### config.mk
export PLATFORM = sky130hd
export DESIGN_NAME = fetch_stage_flat
export DESIGN_NICKNAME = d
export VERILOG_FILES = /design/src/rtl/fetch_stage_if.sv /design/src/rtl/fetch_stage.sv /design/src/flat_wrapper.sv
export SDC_FILE = /design/constraint.sdc
export NUM_CORES = 1
export LEC_CHECK = 0
export BUFFER_PORTS_ARGS = -buffer_cell sky130_fd_sc_hd__buf_2
export CORE_MARGIN = 3
export CORE_UTILIZATION = 45
export CTS_BUF_LIST = sky130_fd_sc_hd__clkbuf_4
export DETAILED_ROUTE_END_ITERATION = 10
export GPL_TIMING_DRIVEN = 0
export PLACE_DENSITY_LB_ADDON = 0.15
export SLEW_MARGIN = 20
export SYNTH_ARGS = -nofsm -noshare
export SYNTH_HDL_FRONTEND = slang
export SYNTH_SLANG_ARGS = --single-unit
### constraint.sdc
create_clock -name clk -period 2.23 [get_ports clk]
set_clock_uncertainty 0.05 [all_clocks]
set_input_delay 0.1115 -clock clk [delete_from_list [all_inputs] [get_ports clk]]
set_output_delay 0.1115 -clock clk [all_outputs]
set_load 0.01 [all_outputs]
### src/rtl/fetch_stage_if.sv
// rtl/fetch_stage_if.sv - instruction-memory, control and IF/ID bundle for the fetch stage
interface fetch_stage_if;
    logic [31:0] imem_addr;
    logic        imem_req;
    logic [31:0] imem_rdata;
    logic        imem_ready;
    logic        stall;
    logic        redirect_valid;
    logic [31:0] redirect_pc;
    logic        id_valid;
    logic [31:0] id_instr;
    logic [31:0] id_pc;
    logic [31:0] id_pc_plus4;
    logic [31:0] fetch_count;
    logic        misaligned_err;

    // Fetch stage side: drives the memory request and the IF/ID register outputs.
    modport master (
        output imem_addr, imem_req,
        input  imem_rdata, imem_ready,
        input  stall, redirect_valid, redirect_pc,
        output id_valid, id_instr, id_pc, id_pc_plus4,
        output fetch_count, misaligned_err
    );

    // Environment side: instruction memory, hazard unit, branch resolution, decode.
    modport slave (
        input  imem_addr, imem_req,
        output imem_rdata, imem_ready,
        output stall, redirect_valid, redirect_pc,
        input  id_valid, id_instr, id_pc, id_pc_plus4,
        input  fetch_count, misaligned_err
    );
endinterface

### src/rtl/fetch_stage.sv
// rtl/fetch_stage.sv - RV32I instruction-fetch stage: PC, IF/ID register, fetch counter
module fetch_stage #(
    parameter logic [31:0] RESET_PC  = 32'h0000_0000,
    parameter logic [31:0] NOP_INSTR = 32'h0000_0013
) (
    input  logic          clk,
    input  logic          rst,
    fetch_stage_if.master fetch_bus
);

    logic [31:0] r_pc;
    logic        r_id_valid;
    logic [31:0] r_id_instr;
    logic [31:0] r_id_pc;
    logic [31:0] r_id_pc_plus4;
    logic [31:0] r_fetch_count;
    logic        r_misaligned_err;

    logic [31:0] w_pc_plus4;
    logic [31:0] w_redirect_target;
    logic        w_redirect_misaligned;
    logic        w_take_redirect;
    logic        w_hold;
    logic        w_bubble;
    logic        w_accept;

    assign w_pc_plus4            = r_pc + 32'd4;
    assign w_redirect_target     = {fetch_bus.redirect_pc[31:2], 2'b00};
    assign w_redirect_misaligned = |fetch_bus.redirect_pc[1:0];

    // Priority: redirect > stall > memory wait > accept.
    assign w_take_redirect = fetch_bus.redirect_valid;
    assign w_hold          = !w_take_redirect && fetch_bus.stall;
    assign w_bubble        = !w_take_redirect && !fetch_bus.stall && !fetch_bus.imem_ready;
    assign w_accept        = !w_take_redirect && !fetch_bus.stall && fetch_bus.imem_ready;

    always_ff @(posedge clk) begin
        if (rst) begin
            r_pc <= RESET_PC;
        end else if (w_take_redirect) begin
            r_pc <= w_redirect_target;
        end else if (w_accept) begin
            r_pc <= w_pc_plus4;
        end
    end

    // The PC fields of IF/ID keep their last values through bubbles so decode
    // can still report the most recent fetched PC if it needs to.
    always_ff @(posedge clk) begin
        if (rst) begin
            r_id_valid    <= 1'b0;
            r_id_instr    <= NOP_INSTR;
            r_id_pc       <= 32'd0;
            r_id_pc_plus4 <= 32'd0;
        end else if (w_take_redirect || w_bubble) begin
            r_id_valid    <= 1'b0;
            r_id_instr    <= NOP_INSTR;
        end else if (w_accept) begin
            r_id_valid    <= 1'b1;
            r_id_instr    <= fetch_bus.imem_rdata;
            r_id_pc       <= r_pc;
            r_id_pc_plus4 <= w_pc_plus4;
        end else if (w_hold) begin
            r_id_valid    <= r_id_valid;
        end
    end

    always_ff @(posedge clk) begin
        if (rst) begin
            r_fetch_count <= 32'd0;
        end else if (w_accept) begin
            r_fetch_count <= r_fetch_count + 32'd1;
        end
    end

    // Sticky until reset; repeated misaligned redirects simply keep it set.
    always_ff @(posedge clk) begin
        if (rst) begin
            r_misaligned_err <= 1'b0;
        end else if (w_take_redirect && w_redirect_misaligned) begin
            r_misaligned_err <= 1'b1;
        end
    end

    assign fetch_bus.imem_addr      = r_pc;
    assign fetch_bus.imem_req       = !rst;
    assign fetch_bus.id_valid       = r_id_valid;
    assign fetch_bus.id_instr       = r_id_instr;
    assign fetch_bus.id_pc          = r_id_pc;
    assign fetch_bus.id_pc_plus4    = r_id_pc_plus4;
    assign fetch_bus.fetch_count    = r_fetch_count;
    assign fetch_bus.misaligned_err = r_misaligned_err;

endmodule

### src/flat_wrapper.sv
// flat-port wrapper written by rule: the top's interface ports become plain ports
module fetch_stage_flat 
#(
    parameter logic [31:0] RESET_PC  = 32'h0000_0000,
    parameter logic [31:0] NOP_INSTR = 32'h0000_0013
)
  (clk, rst, fetch_bus_imem_addr, fetch_bus_imem_req, fetch_bus_imem_rdata, fetch_bus_imem_ready, fetch_bus_stall, fetch_bus_redirect_valid, fetch_bus_redirect_pc, fetch_bus_id_valid, fetch_bus_id_instr, fetch_bus_id_pc, fetch_bus_id_pc_plus4, fetch_bus_fetch_count, fetch_bus_misaligned_err);
  fetch_stage_if fetch_bus_i ();
  input  logic clk;
  input  logic rst;
  output wire logic [$bits(fetch_bus_i.imem_addr)-1:0] fetch_bus_imem_addr;
  output wire logic [$bits(fetch_bus_i.imem_req)-1:0] fetch_bus_imem_req;
  input wire logic [$bits(fetch_bus_i.imem_rdata)-1:0] fetch_bus_imem_rdata;
  input wire logic [$bits(fetch_bus_i.imem_ready)-1:0] fetch_bus_imem_ready;
  input wire logic [$bits(fetch_bus_i.stall)-1:0] fetch_bus_stall;
  input wire logic [$bits(fetch_bus_i.redirect_valid)-1:0] fetch_bus_redirect_valid;
  input wire logic [$bits(fetch_bus_i.redirect_pc)-1:0] fetch_bus_redirect_pc;
  output wire logic [$bits(fetch_bus_i.id_valid)-1:0] fetch_bus_id_valid;
  output wire logic [$bits(fetch_bus_i.id_instr)-1:0] fetch_bus_id_instr;
  output wire logic [$bits(fetch_bus_i.id_pc)-1:0] fetch_bus_id_pc;
  output wire logic [$bits(fetch_bus_i.id_pc_plus4)-1:0] fetch_bus_id_pc_plus4;
  output wire logic [$bits(fetch_bus_i.fetch_count)-1:0] fetch_bus_fetch_count;
  output wire logic [$bits(fetch_bus_i.misaligned_err)-1:0] fetch_bus_misaligned_err;
  assign fetch_bus_imem_addr = fetch_bus_i.imem_addr;
  assign fetch_bus_imem_req = fetch_bus_i.imem_req;
  assign fetch_bus_i.imem_rdata = fetch_bus_imem_rdata;
  assign fetch_bus_i.imem_ready = fetch_bus_imem_ready;
  assign fetch_bus_i.stall = fetch_bus_stall;
  assign fetch_bus_i.redirect_valid = fetch_bus_redirect_valid;
  assign fetch_bus_i.redirect_pc = fetch_bus_redirect_pc;
  assign fetch_bus_id_valid = fetch_bus_i.id_valid;
  assign fetch_bus_id_instr = fetch_bus_i.id_instr;
  assign fetch_bus_id_pc = fetch_bus_i.id_pc;
  assign fetch_bus_id_pc_plus4 = fetch_bus_i.id_pc_plus4;
  assign fetch_bus_fetch_count = fetch_bus_i.fetch_count;
  assign fetch_bus_misaligned_err = fetch_bus_i.misaligned_err;
  fetch_stage #(.RESET_PC(RESET_PC), .NOP_INSTR(NOP_INSTR)) u_core (.clk(clk), .rst(rst), .fetch_bus(fetch_bus_i));
endmodule
Word-level counts from Yosys, hierarchy flattened
Cells that the tools add are included.
{"block": "op_classes", "bitwise_logic": 1, "n_reduce_logical": 14, "mux": 2, "n_addsub": 2}
{"op": "$mux 32", "n": 2}
{"op": "$add 32x1->32 const B", "n": 1}
{"op": "$add 32x3->32 const B", "n": 1}
{"op": "$reduce_or 2->1", "n": 3}
{"op": "$logic_and 1x1->1", "n": 4}
{"op": "$logic_not 1->1", "n": 4}
{"op": "$reduce_and 2->1", "n": 1}
{"op": "$reduce_bool 2->1", "n": 1}
{"op": "$logic_or 1x1->1", "n": 1}
{"op": "$not 1->1", "n": 1}
{"block": "word_totals", "word_cells": 27, "out_inout_bits": 163, "input_bits": 69, "ff_bits": 162}

Longest topological paths before layout
Gate-level depths: netlist (run 1).
{"block": "logic_depth", "depth_word": 6, "ltp_mapped": 7, "ltp_nobuf": 6}

Least setup slack after synthesis (run 1)
Ideal clock, no wire load.
{"block": "synth_path", "path_kind": "register to register", "from": "register u_core.r_pc[2] (netlist: u_core.fetch_bus.imem_addr[2])", "to": "register u_core.r_pc[28] (netlist: u_core.fetch_bus.imem_addr[28])", "required_ns": 2.065, "setup_slack_ns": 0.109, "n_path_buf": 0, "setup_time_ns": 0.115, "arrival_time_ns": 1.957, "path_stages_with_launch": 7, "period_less_slack_ns": 2.121, "cell_sequence": "dfxtp_1 ha_1 nand4_1 nor4_2 nand4_1 xnor2_1 o21a_1"}
{"block": "synth_between", "elab_chain_len": 3}
{"element": "start: declaration", "line_no": "fetch_stage.sv:11", "source": "logic [31:0] r_pc;"}
{"element": "start signal: assignment", "line_no": "fetch_stage.sv:41", "source": "r_pc <= w_redirect_target;"}
{"element": "start signal: assignment", "line_no": "fetch_stage.sv:43", "source": "r_pc <= w_pc_plus4;"}
{"element": "$add 32x3->32", "line_no": "fetch_stage.sv:27", "source": "assign w_pc_plus4 = r_pc + 32'd4;"}
{"element": "$mux 32", "line_no": "fetch_stage.sv:42", "source": "end else if (w_accept) begin"}
{"element": "$mux 32", "line_no": "fetch_stage.sv:40", "source": "end else if (w_take_redirect) begin"}
No other way between the ends. The select of a mux whose other input is x is not followed.
A chain may end at the register's enable or synchronous reset.

Final worst setup path (run 1)
{"block": "layout_path", "from": "register u_core.r_pc[17] (netlist: u_core.fetch_bus.imem_addr[17])", "to": "register u_core.r_pc[30] (netlist: u_core.fetch_bus.imem_addr[30])"}
Same word-level chain as after synthesis.

==> results.md, run 1 <==
- Routed length per instance: 16.3 um
- Upper clock frequency limit: 468 MHz
- Net total in the final layout: around 1.2k
- Global-route wire length before repair: 34,400 um
- Total wire length after detailed routing: 22,400 um
- Commonest cells in the netlist: sky130_fd_sc_hd__nand2_1, sky130_fd_sc_hd__dfxtp_1, sky130_fd_sc_hd__a21oi_1
- Starting density of the core: 46.7%
- Clock root buffer: sky130_fd_sc_hd__clkbuf_4
- Pin count of the biggest net entering global routing: 17
- Maximum cell stage delay along the critical path: about 0.38 ns
- Clock-pin transition on the worst setup and hold timing paths: ~0.13 ns
- Count of antenna-violating nets left after detailed routing: 0
- Fin crit period: about 2.1 ns
- Total via count in the routed design: roughly 7k
- Routability congestion estimate from global placement: around 0.88
- Predominant post-synthesis flop cell: sky130_fd_sc_hd__dfxtp_1
- Final standard cell area without fillers: between 9000 and 10,000 um^2
- Die height: 129 um
- Leakage power: approximately 4 nW
- Clock tree from TritonCTS: built
- Port bufs: 224
- Number of H-tree levels: 4
- Slowest cell on crit path: sky130_fd_sc_hd__dfxtp_1
- Number of max-cap violations: 0
- Number of DRC violations after detailed-routing iteration 0: 387
- Setup slack on the worst flop-to-flop path: 0.09 ns
- Most common cell type on the critical path: sky130_fd_sc_hd__nand4_1
- Final max-slew violation count: 0
- Number of antenna diodes: 0
- Required time reported for the critical path endpoint: 2.65 ns
- Number of instances in the synthesized netlist: 857
- Leading area contributor after synthesis: sky130_fd_sc_hd__dfxtp_1
- Library cells used by synthesis: 45
- Cells along the critical path: clkbuf_1 -> nand4_1 -> nor3_2 -> nand4_1 -> xor2_1 -> o31ai_1
- Post-synth design cell area: a little under 7000 um^2
- Fraction of the cycle the final worst path needs: 95.9%
- PnR Total Power: 5.55 mW
- GRT overflow: 0
- Number of top-level design ports: 232
- Number of clock sinks seen by CTS: 156
- Dominant cells by area after synthesis: sky130_fd_sc_hd__dfxtp_1, sky130_fd_sc_hd__nand2_1, sky130_fd_sc_hd__a21oi_1
- Antenna violations before repair: 0
- Arrival time at the worst endpoint: 2.56 ns
- Highest fanout seen on the critical path: 7
- Smallest setup slack after layout: 0.0913 ns
- Number of detailed-route iterations in the first pass: 5
- DRC errors left: 0
- Outcome: finished, final reports clean
- CTS Buf Count: 17
- Horizontal die dimension: 129 um
- Post-synth top area share: 45.5%
- Share of layout cells above drive strength 1: 25.7%
- Avg Inst Size Synth: 8.00 um^2
- Number of filler cells placed in the layout: 1,304
- Kind of end point of the critical path: flip-flop
- Seq/Total Area, Yosys: between 40% and 50%
- Buffers from clock root to sink, at most: 2
- Final hold viol count: 0
- Global router's overall resource usage: 26.1%
- Setup crit start kind: flip-flop
- Post-placement setup slack: -0.511 ns
- Source-to-sink clock delay at the later pin of the worst-skew pair: roughly 0.55 ns
- Yosys synthesis warning count: 0
- Final setup violation count: 0
- Relative area change from synthesis to final layout: 36.8%
- Tightest slew margin relative to the limit: a little over half
- Number of flops mapped to enable cells by yosys: 0
- Routed vias/inst: between 5 and 6
- Area enclosed by the die boundary: ~17,000 um^2
- Most numerous cell in the Yosys netlist: sky130_fd_sc_hd__nand2_1
- Placed wire-length estimate after detailed placement: 16,000 um
- Peak supply drop: 0.387 mV
- Power density over the cells: 591 nW/um^2
- Pin slew with the least headroom to its limit: approximately 0.67 ns
- Fin Setup TNS: 0 ns
- Placed Instance Area: 8230 um^2
- Via count of the first global-routing pass: 6,664
- FFs w/ async S/R, synth: 0%
- Number of placement rows: 44
- CORE AREA: 14,700 um^2
- Kind of path behind the tightest hold check: primary input to flip-flop
- Class of the most critical setup path: flip-flop to flip-flop
- Number of synthesized register bits: 156
[area by class of cell]
class,instances,area (um^2),area share (%)
plain buffers,67,285,3.04
repair buffers,300,1870,19.9
clock inverters,12,171,1.83
multi-input cells,609,3450,36.7
clock buffers,20,150,1.60
well taps,184,230,2.45
flip-flops and latches,156,3130,33.4
inverters,25,93.8,1.00
[path summary, 6_finish.rpt]
kind / to / cells past startpoint / from
setup / recovery: u_core.fetch_bus.imem_addr[30] / 6 / u_core.fetch_bus.imem_addr[17]
hold / removal: u_core.fetch_bus.fetch_count[27] / 3 / rst
setup reg to reg: u_core.fetch_bus.imem_addr[30] / 6 / u_core.fetch_bus.imem_addr[17]
hold reg to reg: u_core.fetch_bus.id_instr[12] / 2 / u_core.fetch_bus.id_instr[12]
[worst max-delay path: cells and delay by family, from the launching register on]
kind | cells | cell delay (ns)
DFF | 1 | 0.38
and+or+nand+nor | 3 | 0.90
buffers and inverters | 1 | 0.34
xor gates and xnor gates | 1 | 0.20
AOI/OAI and AO/OA | 1 | 0.19
[cell usage in the layout (no fill, tap or decap), drive strengths merged, types with 6 or more instances in the layout]
cell type and instances:
nand3 31, nor3 19, and3 6, nand4 25, dlygate4sd3 67, inv 25
or3 9, a21oi 115, o21a 16, xor2 28, clkinv 7, buf 252
xnor2 46, clkbuf 68, and2 7, nor4 13, o21ai 38, nor2 50
and4 9, dfxtp 156, conb 6, nand2 158
[metal layers]
layer / up-vias / share of wire [%] / track usage [%] / wire [um]
li1: 3525 / - / - / -
met1: 3272 / 43 / 33.2 / 9550
met2: 264 / 48 / 44.2 / 10900
met3: 32 / 6.9 / 5.73 / 1540
met4: 0 / 2.1 / 8.31 / 468
met5: - / 0 / 0 / 0
[through the flow]
step	hold slack, ns	utilization [%]	cells
after floorplan	0.184	-	862
after global placement	0.279	56.0	1270
after detailed placement	0.276	56.0	1270
after CTS	0.0557	63.5	1375
after global routing	0.0597	63.8	1373
final	0.0759	63.8	1373
[cells by family (layout without fill, tap and decap cells)]
logic type / Yosys count / count (layout) / share of synthesized area, %
fa+ha+maj: 2 / 2 / 0.365
buf+inv: 97 / 424 / 5.75
flops: 156 / 156 / 45.5
mux: 6 / 6 / 0.894
compound gates: 181 / 181 / 14.3
xor+xnor: 74 / 74 / 9.45
simple gates: 340 / 340 / 23.6
other cells: 1 / 6 / 0.0547
[report_power, final]
part / leakage, nW / internal [mW] / switching (mW)
sequential: 1.27 / 2.87 / 0.0829
combinational: 2.54 / 0.301 / 0.377
clock: 0.172 / 0.921 / 0.999
[flip-flops by register name, indices dropped and copies added, names as in the netlist]
register and flops:
u_core.fetch_bus.fetch_count 32, u_core.fetch_bus.id_instr 32, u_core.fetch_bus.id_pc 30, u_core.fetch_bus.id_pc_plus4 30, u_core.fetch_bus.imem_addr 30, u_core.fetch_bus.id_valid 1
u_core.fetch_bus.misaligned_err 1
[timing repair]
item / in CTS / in global routing
gates resized for setup: 8 / 20
hold buffers: 67 / 0
buffers inserted: 6 / 3
endpoints found under the hold margin: 63 / 0
endpoints found under the setup margin: 29 / 39
pin swaps: 3 / 1
No activity file was read; power rests on OpenSTA's default activity.
==> run 2: changes to the inputs <==
==> constraint.sdc (replaced) <==
create_clock -name clk -period 1.89 [get_ports clk]
set_clock_uncertainty 0.05 [all_clocks]
set_input_delay 0.0945 -clock clk [delete_from_list [all_inputs] [get_ports clk]]
set_output_delay 0.0945 -clock clk [all_outputs]
set_load 0.01 [all_outputs]
==> results.md, run 2 (synthesis results as in run 1) <==
- Outcome: finished, final reports clean (unchanged)
- Maximum cell stage delay along the critical path: 0.57 ns (was 0.38 ns)
- Required time reported for the critical path endpoint: 2.31 ns (was 2.65 ns)
- GRT overflow: 0 (unchanged)
- Arrival time at the worst endpoint: 2.28 ns (was 2.56 ns)
- CORE AREA: 14,700 um^2 (unchanged)
- Peak supply drop: 0.364 mV (was 0.387 mV)
- Number of placement rows: 44 (unchanged)
- Net total in the final layout: 1,256 (was 1,247)
- Horizontal die dimension: 129 um (unchanged)
- Relative area change from synthesis to final layout: 40.3% (was 36.8%)
- Highest fanout seen on the critical path: 8 (was 7)
- Routed vias/inst: 5.21 (was 5.17)
- Number of top-level design ports: 232 (unchanged)
- Share of layout cells above drive strength 1: 30.1% (was 25.7%)
- Total via count in the routed design: 7,204 (was 7,093)
- Final hold viol count: 0 (unchanged)
- Via count of the first global-routing pass: 6,452 (was 6,664)
- Upper clock frequency limit: 537 MHz (was 468 MHz)
- Starting density of the core: 46.7% (unchanged)
- Tightest slew margin relative to the limit: 55.0% (was 54.8%)
- Combinational Power Share: 12.9% (was 12.2%)
- Kind of path behind the tightest hold check: primary input to flip-flop (unchanged)
- Setup slack on the worst flop-to-flop path: 0.03 ns (was 0.09 ns)
- Most frequent standard cell in the layout excluding fill and tap cells: sky130_fd_sc_hd__buf_2 (unchanged)
- Final setup violation count: 0 (unchanged)
- Count of antenna-violating nets left after detailed routing: 0 (unchanged)
- Kind of end point of the critical path: flip-flop (unchanged)
- Pin slew with the least headroom to its limit: 0.676 ns (was 0.673 ns)
- Leakage power: 4.11 nW (was 3.99 nW)
- Die height: 129 um (unchanged)
- Fin crit period: 1.86 ns (was 2.14 ns)
- Class of the most critical setup path: flip-flop to flip-flop (unchanged)
- DRC errors left: 0 (unchanged)
- Cell internal pwr: 4.59 mW (was 4.09 mW)
- Sequential power share: 55.9% (was 53.2%)
- Number of filler cells placed in the layout: 1,279 (was 1,304)
- Net switching power of the design: 1.66 mW (was 1.46 mW)
- Pin count of the biggest net entering global routing: 17 (unchanged)
- Number of max-cap violations: 0 (unchanged)
- Total wire length after detailed routing: 22,700 um (was 22,400 um)
- Fraction of the cycle the final worst path needs: 98.5% (was 95.9%)
- Global-route wire length before repair: 33,800 um (was 34,400 um)
- Final max-slew violation count: 0 (unchanged)
- Post-placement setup slack: -0.462 ns (was -0.511 ns)
- Commonest cells after routing, fill and taps aside: sky130_fd_sc_hd__buf_2, sky130_fd_sc_hd__nand2_1, sky130_fd_sc_hd__dfxtp_1, sky130_fd_sc_hd__a21oi_1, sky130_fd_sc_hd__dlygate4sd3_1 (unchanged)
- Power density over the cells: 649 nW/um^2 (was 591 nW/um^2)
- CTS Buf Count: 17 (unchanged)
- Routability congestion estimate from global placement: 0.844 (was 0.877)
- Clock-pin transition on the worst setup and hold timing paths: 0.12 ns (was 0.13 ns)
- Fraction of power spent switching nets: 26.6% (was 26.3%)
- Antenna violations before repair: 1 (was 0)
- Clock root buffer: sky130_fd_sc_hd__clkbuf_4 (unchanged)
- Buffers from clock root to sink, at most: 2 (unchanged)
- Slowest cell on crit path: sky130_fd_sc_hd__or4_4 (was sky130_fd_sc_hd__dfxtp_1)
- Setup repair after global routing missed its margin: true
- Port bufs: 224 (unchanged)
- Placed wire-length estimate after detailed placement: 15,900 um (was 16,000 um)
- Area enclosed by the die boundary: 16,800 um^2 (unchanged)
- Smallest setup slack after layout: 0.0284 ns (was 0.0913 ns)
- Number of H-tree levels: 4 (unchanged)
- Clock tree from TritonCTS: built (unchanged)
- Global router's overall resource usage: 25.8% (was 26.1%)
- PnR Total Power: 6.24 mW (was 5.55 mW)
- Number of detailed-route iterations in the first pass: 5 (unchanged)
- Cells along the critical path: and3_4 -> nand2_2 -> or4_4 -> or3_1 -> a21oi_2 (was clkbuf_1 -> nand4_1 -> nor3_2 -> nand4_1 -> xor2_1 -> o31ai_1)
- Number of clock sinks seen by CTS: 156 (unchanged)
- Proportion of power drawn by the clock network: 31.1% (was 34.6%)
- Number of DRC violations after detailed-routing iteration 0: 336 (was 387)
- Routed length per instance: 16.4 um (was 16.3 um)
- Source-to-sink clock delay at the later pin of the worst-skew pair: 0.55 ns (about the same)
- Setup crit start kind: flip-flop (unchanged)
run 2: cell count changes in the layout (fill, tap and decap cells not counted), moves of 4 or more:
| cell | previous run | this run |
|---|---|---|
| sky130_fd_sc_hd__dfxtp_1 | 147 | 125 |
| sky130_fd_sc_hd__buf_4 | 14 | 32 |
| sky130_fd_sc_hd__dfxtp_2 | 9 | 23 |
| sky130_fd_sc_hd__dfxtp_4 | 0 | 8 |
| sky130_fd_sc_hd__clkbuf_1 | 44 | 38 |
| sky130_fd_sc_hd__buf_2 | 229 | 224 |
| sky130_fd_sc_hd__nand2_1 | 158 | 154 |
| sky130_fd_sc_hd__nand2_2 | 0 | 4 |
| sky130_fd_sc_hd__nor3_1 | 17 | 13 |
run 2: layout make-up:
type,instances,area [um^2],area share (%)
Multi-Input combinational cell,609,3560,37.0
Sequential cell,156,3180,33.1
Timing Repair Buffer,316,2000,20.8
Buffer,60,294,3.06
Tap cell,184,230,2.39
Clock buffer,22,165,1.72
Clock inverter,9,97.6,1.01
Inverter,25,93.8,0.975
Antenna cell,1,2.50,0.0260
run 2: timing repair:
item / in CTS / in global routing
gates resized for setup: 32 / 28
endpoints found under the hold margin: 63 / 0
setup endpoints to repair: 45 / 70
setup buffers: 18 / 8
pin swaps: 14 / 11
hold buffers: 66 / 0
run 2: final timing paths:
path | cells after the start | startpoint | endpoint
worst max-delay path | 5 | u_core.fetch_bus.fetch_count[4] | u_core.fetch_bus.fetch_count[28]
worst min-delay path | 3 | rst | u_core.fetch_bus.fetch_count[27]
worst max register to register | 5 | u_core.fetch_bus.fetch_count[4] | u_core.fetch_bus.fetch_count[28]
worst min register to register | 2 | u_core.fetch_bus.id_pc[10] | u_core.fetch_bus.id_pc[10]
run 2: metrics by stage:
stage | setup TNS, ns | instance area [um^2] | utilization (%) | cells | hold WS (ns)
CTS | -0.148 | 9500 | 64.6 | 1375 | 0.0105
global placement | -30.31 | 8340 | 56.7 | 1270 | 0.258
global route | -0.0569 | 9620 | 65.4 | 1382 | 0.0909
finish | 0 | 9620 | 65.4 | 1382 | 0.0531
floorplan | -0.0439 | 6980 | - | 862 | 0.167
detailed placement | -29.79 | 8340 | 56.7 | 1270 | 0.257
run 2: worst max-delay path: cells and delay by family, from the launching register on:
kind | cells | cell delay, ns
simple gates | 4 | 1.22
flops | 1 | 0.38
compound gates | 1 | 0.14
run 2: power by group through the flow:
| stage | logic (mW) | registers [mW] | clock network (mW) |
|---|---|---|---|
| finish | 0.808 | 3.49 | 1.94 |
| detailed placement | 0.708 | 3.53 | 0 |
| global placement | 0.705 | 3.53 | 0 |
| floorplan | 0.359 | 3.56 | 0 |
| global route | 0.879 | 3.51 | 2.12 |
| CTS | 0.785 | 3.50 | 1.99 |
run 2: routing by layer:
metal | up-vias | wire (um) | GRT usage, % | share of wire (%)
met1 | 3321 | 9970 | 33.1 | 44
met5 | - | 0 | 0 | 0
li1 | 3557 | - | - | -
met4 | 0 | 580 | 9.35 | 2.6
met2 | 283 | 10500 | 43.1 | 47
met3 | 43 | 1570 | 5.32 | 6.9
==> run 3: changes to the inputs <==
--- a/config.mk
+++ b/config.mk
@@ -12,6 +12,7 @@
 export DETAILED_ROUTE_END_ITERATION = 10
 export GPL_TIMING_DRIVEN = 0
 export PLACE_DENSITY_LB_ADDON = 0.15
+export SETUP_SLACK_MARGIN = 0.3
 export SLEW_MARGIN = 20
 export SYNTH_ARGS = -nofsm -noshare
 export SYNTH_HDL_FRONTEND = slang
==> results.md, run 3 (synthesis results as in run 1) <==
- Outcome: finished, violations left (was finished, final reports clean)
- Violations in the final reports: setup timing
- Clock tree from TritonCTS: built (unchanged)
- Smallest setup slack after layout: -0.0762 ns (was 0.0284 ns)
- Highest fanout seen on the critical path: 8 (unchanged)
- Clock-pin transition on the worst setup and hold timing paths: 0.14 ns (was 0.12 ns)
- Net total in the final layout: 1,334 (was 1,256)
- Die height: 129 um (unchanged)
- Fraction of the cycle the final worst path needs: 104% (was 98.5%)
- Post-placement setup slack: -0.532 ns (was -0.462 ns)
- Final setup violation count: 5 (was 0)
- Endpoint of the worst-slack reg-to-reg timing path: u_core.fetch_bus.fetch_count[24] (was u_core.fetch_bus.fetch_count[28])
- Routability congestion estimate from global placement: 0.840 (was 0.844)
- Launch point of the worst hold path: fetch_bus_redirect_valid (was rst)
- Setup repair after global routing missed its margin: true (unchanged)
- Pin slew with the least headroom to its limit: 0.951 ns (was 0.676 ns)
- Tightest slew margin relative to the limit: 36.6% (was 55.0%)
- Clock root buffer: sky130_fd_sc_hd__clkbuf_4 (unchanged)
- Peak supply drop: 0.446 mV (was 0.364 mV)
- Buffers from clock root to sink, at most: 2 (unchanged)
- Via count of the first global-routing pass: 7,169 (was 6,452)
- Port bufs: 224 (unchanged)
- Final standard cell area without fillers: 11,100 um^2 (was 9620 um^2)
- Share of layout cells above drive strength 1: 40.8% (was 30.1%)
- Kind of end point of the critical path: flip-flop (unchanged)
- Number of cells on the worst reg-to-reg path: 6 (was 5)
- Count of antenna-violating nets left after detailed routing: 0 (unchanged)
- R2r startpoint: u_core.fetch_bus.fetch_count[5] (was u_core.fetch_bus.fetch_count[4])
- Required time reported for the critical path endpoint: 2.37 ns (was 2.31 ns)
- Most frequent standard cell in the layout excluding fill and tap cells: sky130_fd_sc_hd__buf_2 (unchanged)
- Global router's overall resource usage: 28.1% (was 25.8%)
- Kind of path behind the tightest hold check: primary input to flip-flop (unchanged)
- Metal-1 WL: 10,400 um (was 9970 um)
- Source-to-sink clock delay at the later pin of the worst-skew pair: 0.59 ns (was 0.55 ns)
- Cell family contributing the most delay on the critical path: simple AND/OR/NAND/NOR gates (unchanged)
- Setup slack on the worst flop-to-flop path: -0.08 ns (was 0.03 ns)
- CTS Buf Count: 17 (unchanged)
- GRT overflow: 0 (unchanged)
- Pin count of the biggest net entering global routing: 17 (unchanged)
- Antenna violations before repair: 0 (was 1)
- Starting density of the core: 46.7% (unchanged)
- Relative area change from synthesis to final layout: 62.1% (was 40.3%)
- Horizontal die dimension: 129 um (unchanged)
- Placed wire-length estimate after detailed placement: 16,100 um (was 15,900 um)
- Class of the most critical setup path: flip-flop to flip-flop (unchanged)
- Number of top-level design ports: 232 (unchanged)
- Final hold viol count: 0 (unchanged)
- Placed Instance Area: 8480 um^2 (was 8340 um^2)
- Number of DRC violations after detailed-routing iteration 0: 476 (was 336)
- Cell count along the critical path: 6 (was 5)
- Final max-slew violation count: 0 (unchanged)
- Routed vias/inst: 5.32 (was 5.21)
- Total wire length after detailed routing: 25,900 um (was 22,700 um)
- Number of placement rows: 44 (unchanged)
- PnR Total Power: 6.71 mW (was 6.24 mW)
- CORE AREA: 14,700 um^2 (unchanged)
- Maximum cell stage delay along the critical path: 0.54 ns (was 0.57 ns)
- Number of H-tree levels: 4 (unchanged)
- Leakage power: 5.02 nW (was 4.11 nW)
- Routed length on met3: 1890 um (was 1570 um)
- Count of buffer and inverter cells on the critical path: 1 (was 0)
- Commonest cells after routing, fill and taps aside: sky130_fd_sc_hd__buf_2, sky130_fd_sc_hd__nand2_1, sky130_fd_sc_hd__dfxtp_1, sky130_fd_sc_hd__a21oi_1, sky130_fd_sc_hd__dlygate4sd3_1 (unchanged)
- Arrival time at the worst endpoint: 2.45 ns (was 2.28 ns)
- Setup crit start kind: flip-flop (unchanged)
- Top layer in use: met4 (unchanged)
- Routed met2 length: 12,800 um (was 10,500 um)
- Slowest cell on crit path: sky130_fd_sc_hd__or4_4 (unchanged)
- Number of detailed-route iterations in the first pass: 5 (unchanged)
- DRC errors left: 0 (unchanged)
- Fin crit period: 1.97 ns (was 1.86 ns)
- Number of clock sinks seen by CTS: 156 (unchanged)
- Core occupancy in the finished layout: 75.7% (was 65.4%)
- Upper clock frequency limit: 509 MHz (was 537 MHz)
- Routed length per instance: 17.7 um (was 16.4 um)
- Number of antenna diodes: 0 (was 1)
- Area enclosed by the die boundary: 16,800 um^2 (unchanged)
- Power density over the cells: 603 nW/um^2 (was 649 nW/um^2)
- Number of stages on the worst hold path: 4 (was 3)
- Total via count in the routed design: 7,760 (was 7,204)
- Hold worst-path end: u_core.fetch_bus.imem_addr[31] (was u_core.fetch_bus.fetch_count[27])
- Cells along the critical path: and3_4 -> nand2_1 -> or4_4 -> buf_6 -> or3_4 -> a21oi_2 (was and3_4 -> nand2_2 -> or4_4 -> or3_1 -> a21oi_2)
- Number of max-cap violations: 0 (unchanged)
- Global-route wire length before repair: 37,000 um (was 33,800 um)
## run 3: cell types whose count changed in the layout (fill, tap and decap cells not counted), sizes merged
cell,before,now
buf,267,339
inv,25,26
clkinvlp,2,4
dlygate4sd3,66,67
clkbuf,65,70
diode,1,0
clkinv,5,2
bufinv,2,3
## run 3: worst min-delay path: stages
cell	delay (ns)
sky130_fd_sc_hd__buf_2	0.16
sky130_fd_sc_hd__mux2_2	0.19
sky130_fd_sc_hd__a21oi_2	0.03
sky130_fd_sc_hd__a311oi_2	0.17
## run 3: what timing repair did
action / CTS / global route
pin swaps: 64 / 79
endpoints found under the hold margin: 64 / 0
buffers inserted: 57 / 34
hold buffers: 67 / 0
endpoints found under the setup margin: 95 / 74
gates resized for setup: 120 / 108
## run 3: routing by layer
metal  up-vias  track usage [%]
li1       3709                -
met5         -                0
met3        64             6.55
met2       347             48.4
met4         0             9.23
met1      3640             34.9
## run 3: worst max path at each step
| stage | from | end | slack [ns] |
|---|---|---|---|
| floorplan | u_core.fetch_bus.imem_addr[9] | u_core.fetch_bus.imem_addr[22] | -0.002 |
| global placement | fetch_bus_redirect_valid | u_core.fetch_bus.id_instr[29] | -0.51 |
| detailed placement | fetch_bus_redirect_valid | u_core.fetch_bus.id_instr[29] | -0.53 |
| CTS | u_core.fetch_bus.fetch_count[7] | u_core.fetch_bus.fetch_count[20] | -0.03 |
| global route | u_core.fetch_bus.fetch_count[17] | u_core.fetch_bus.fetch_count[20] | -0.12 |
| finish | u_core.fetch_bus.fetch_count[5] | u_core.fetch_bus.fetch_count[24] | -0.08 |
## run 3: cell type report
cell class	count	area, um^2
clock buffers	22	165
inverters	25	93.8
plain buffers	72	492
clock inverters	10	143
well taps	184	230
repair buffers	382	2630
flip-flops and latches	156	3200
fillers	1079	3580
multi-input cells	609	4170
## run 3: metrics by stage
| stage | TNS, ns | hold WS (ns) | cells |
|---|---|---|---|
| 2_1_floorplan | -0.00408 | 0.167 | 862 |
| 3_3_place_gp | -27.40 | 0.257 | 1270 |
| 3_5_place_dp | -28.58 | 0.259 | 1270 |
| 4_1_cts | -0.0731 | 0.0270 | 1426 |
| 5_1_grt | -0.591 | 0.0658 | 1460 |
| 6_report | -0.230 | 0.0728 | 1460 |
## run 3: power by group
part | internal [mW] | switching [mW] | total (mW)
sequential | 3.38 | 0.0867 | 3.46
combinational | 0.481 | 0.543 | 1.02
clock | 0.993 | 1.23 | 2.22
total | 4.85 | 1.86 | 6.71
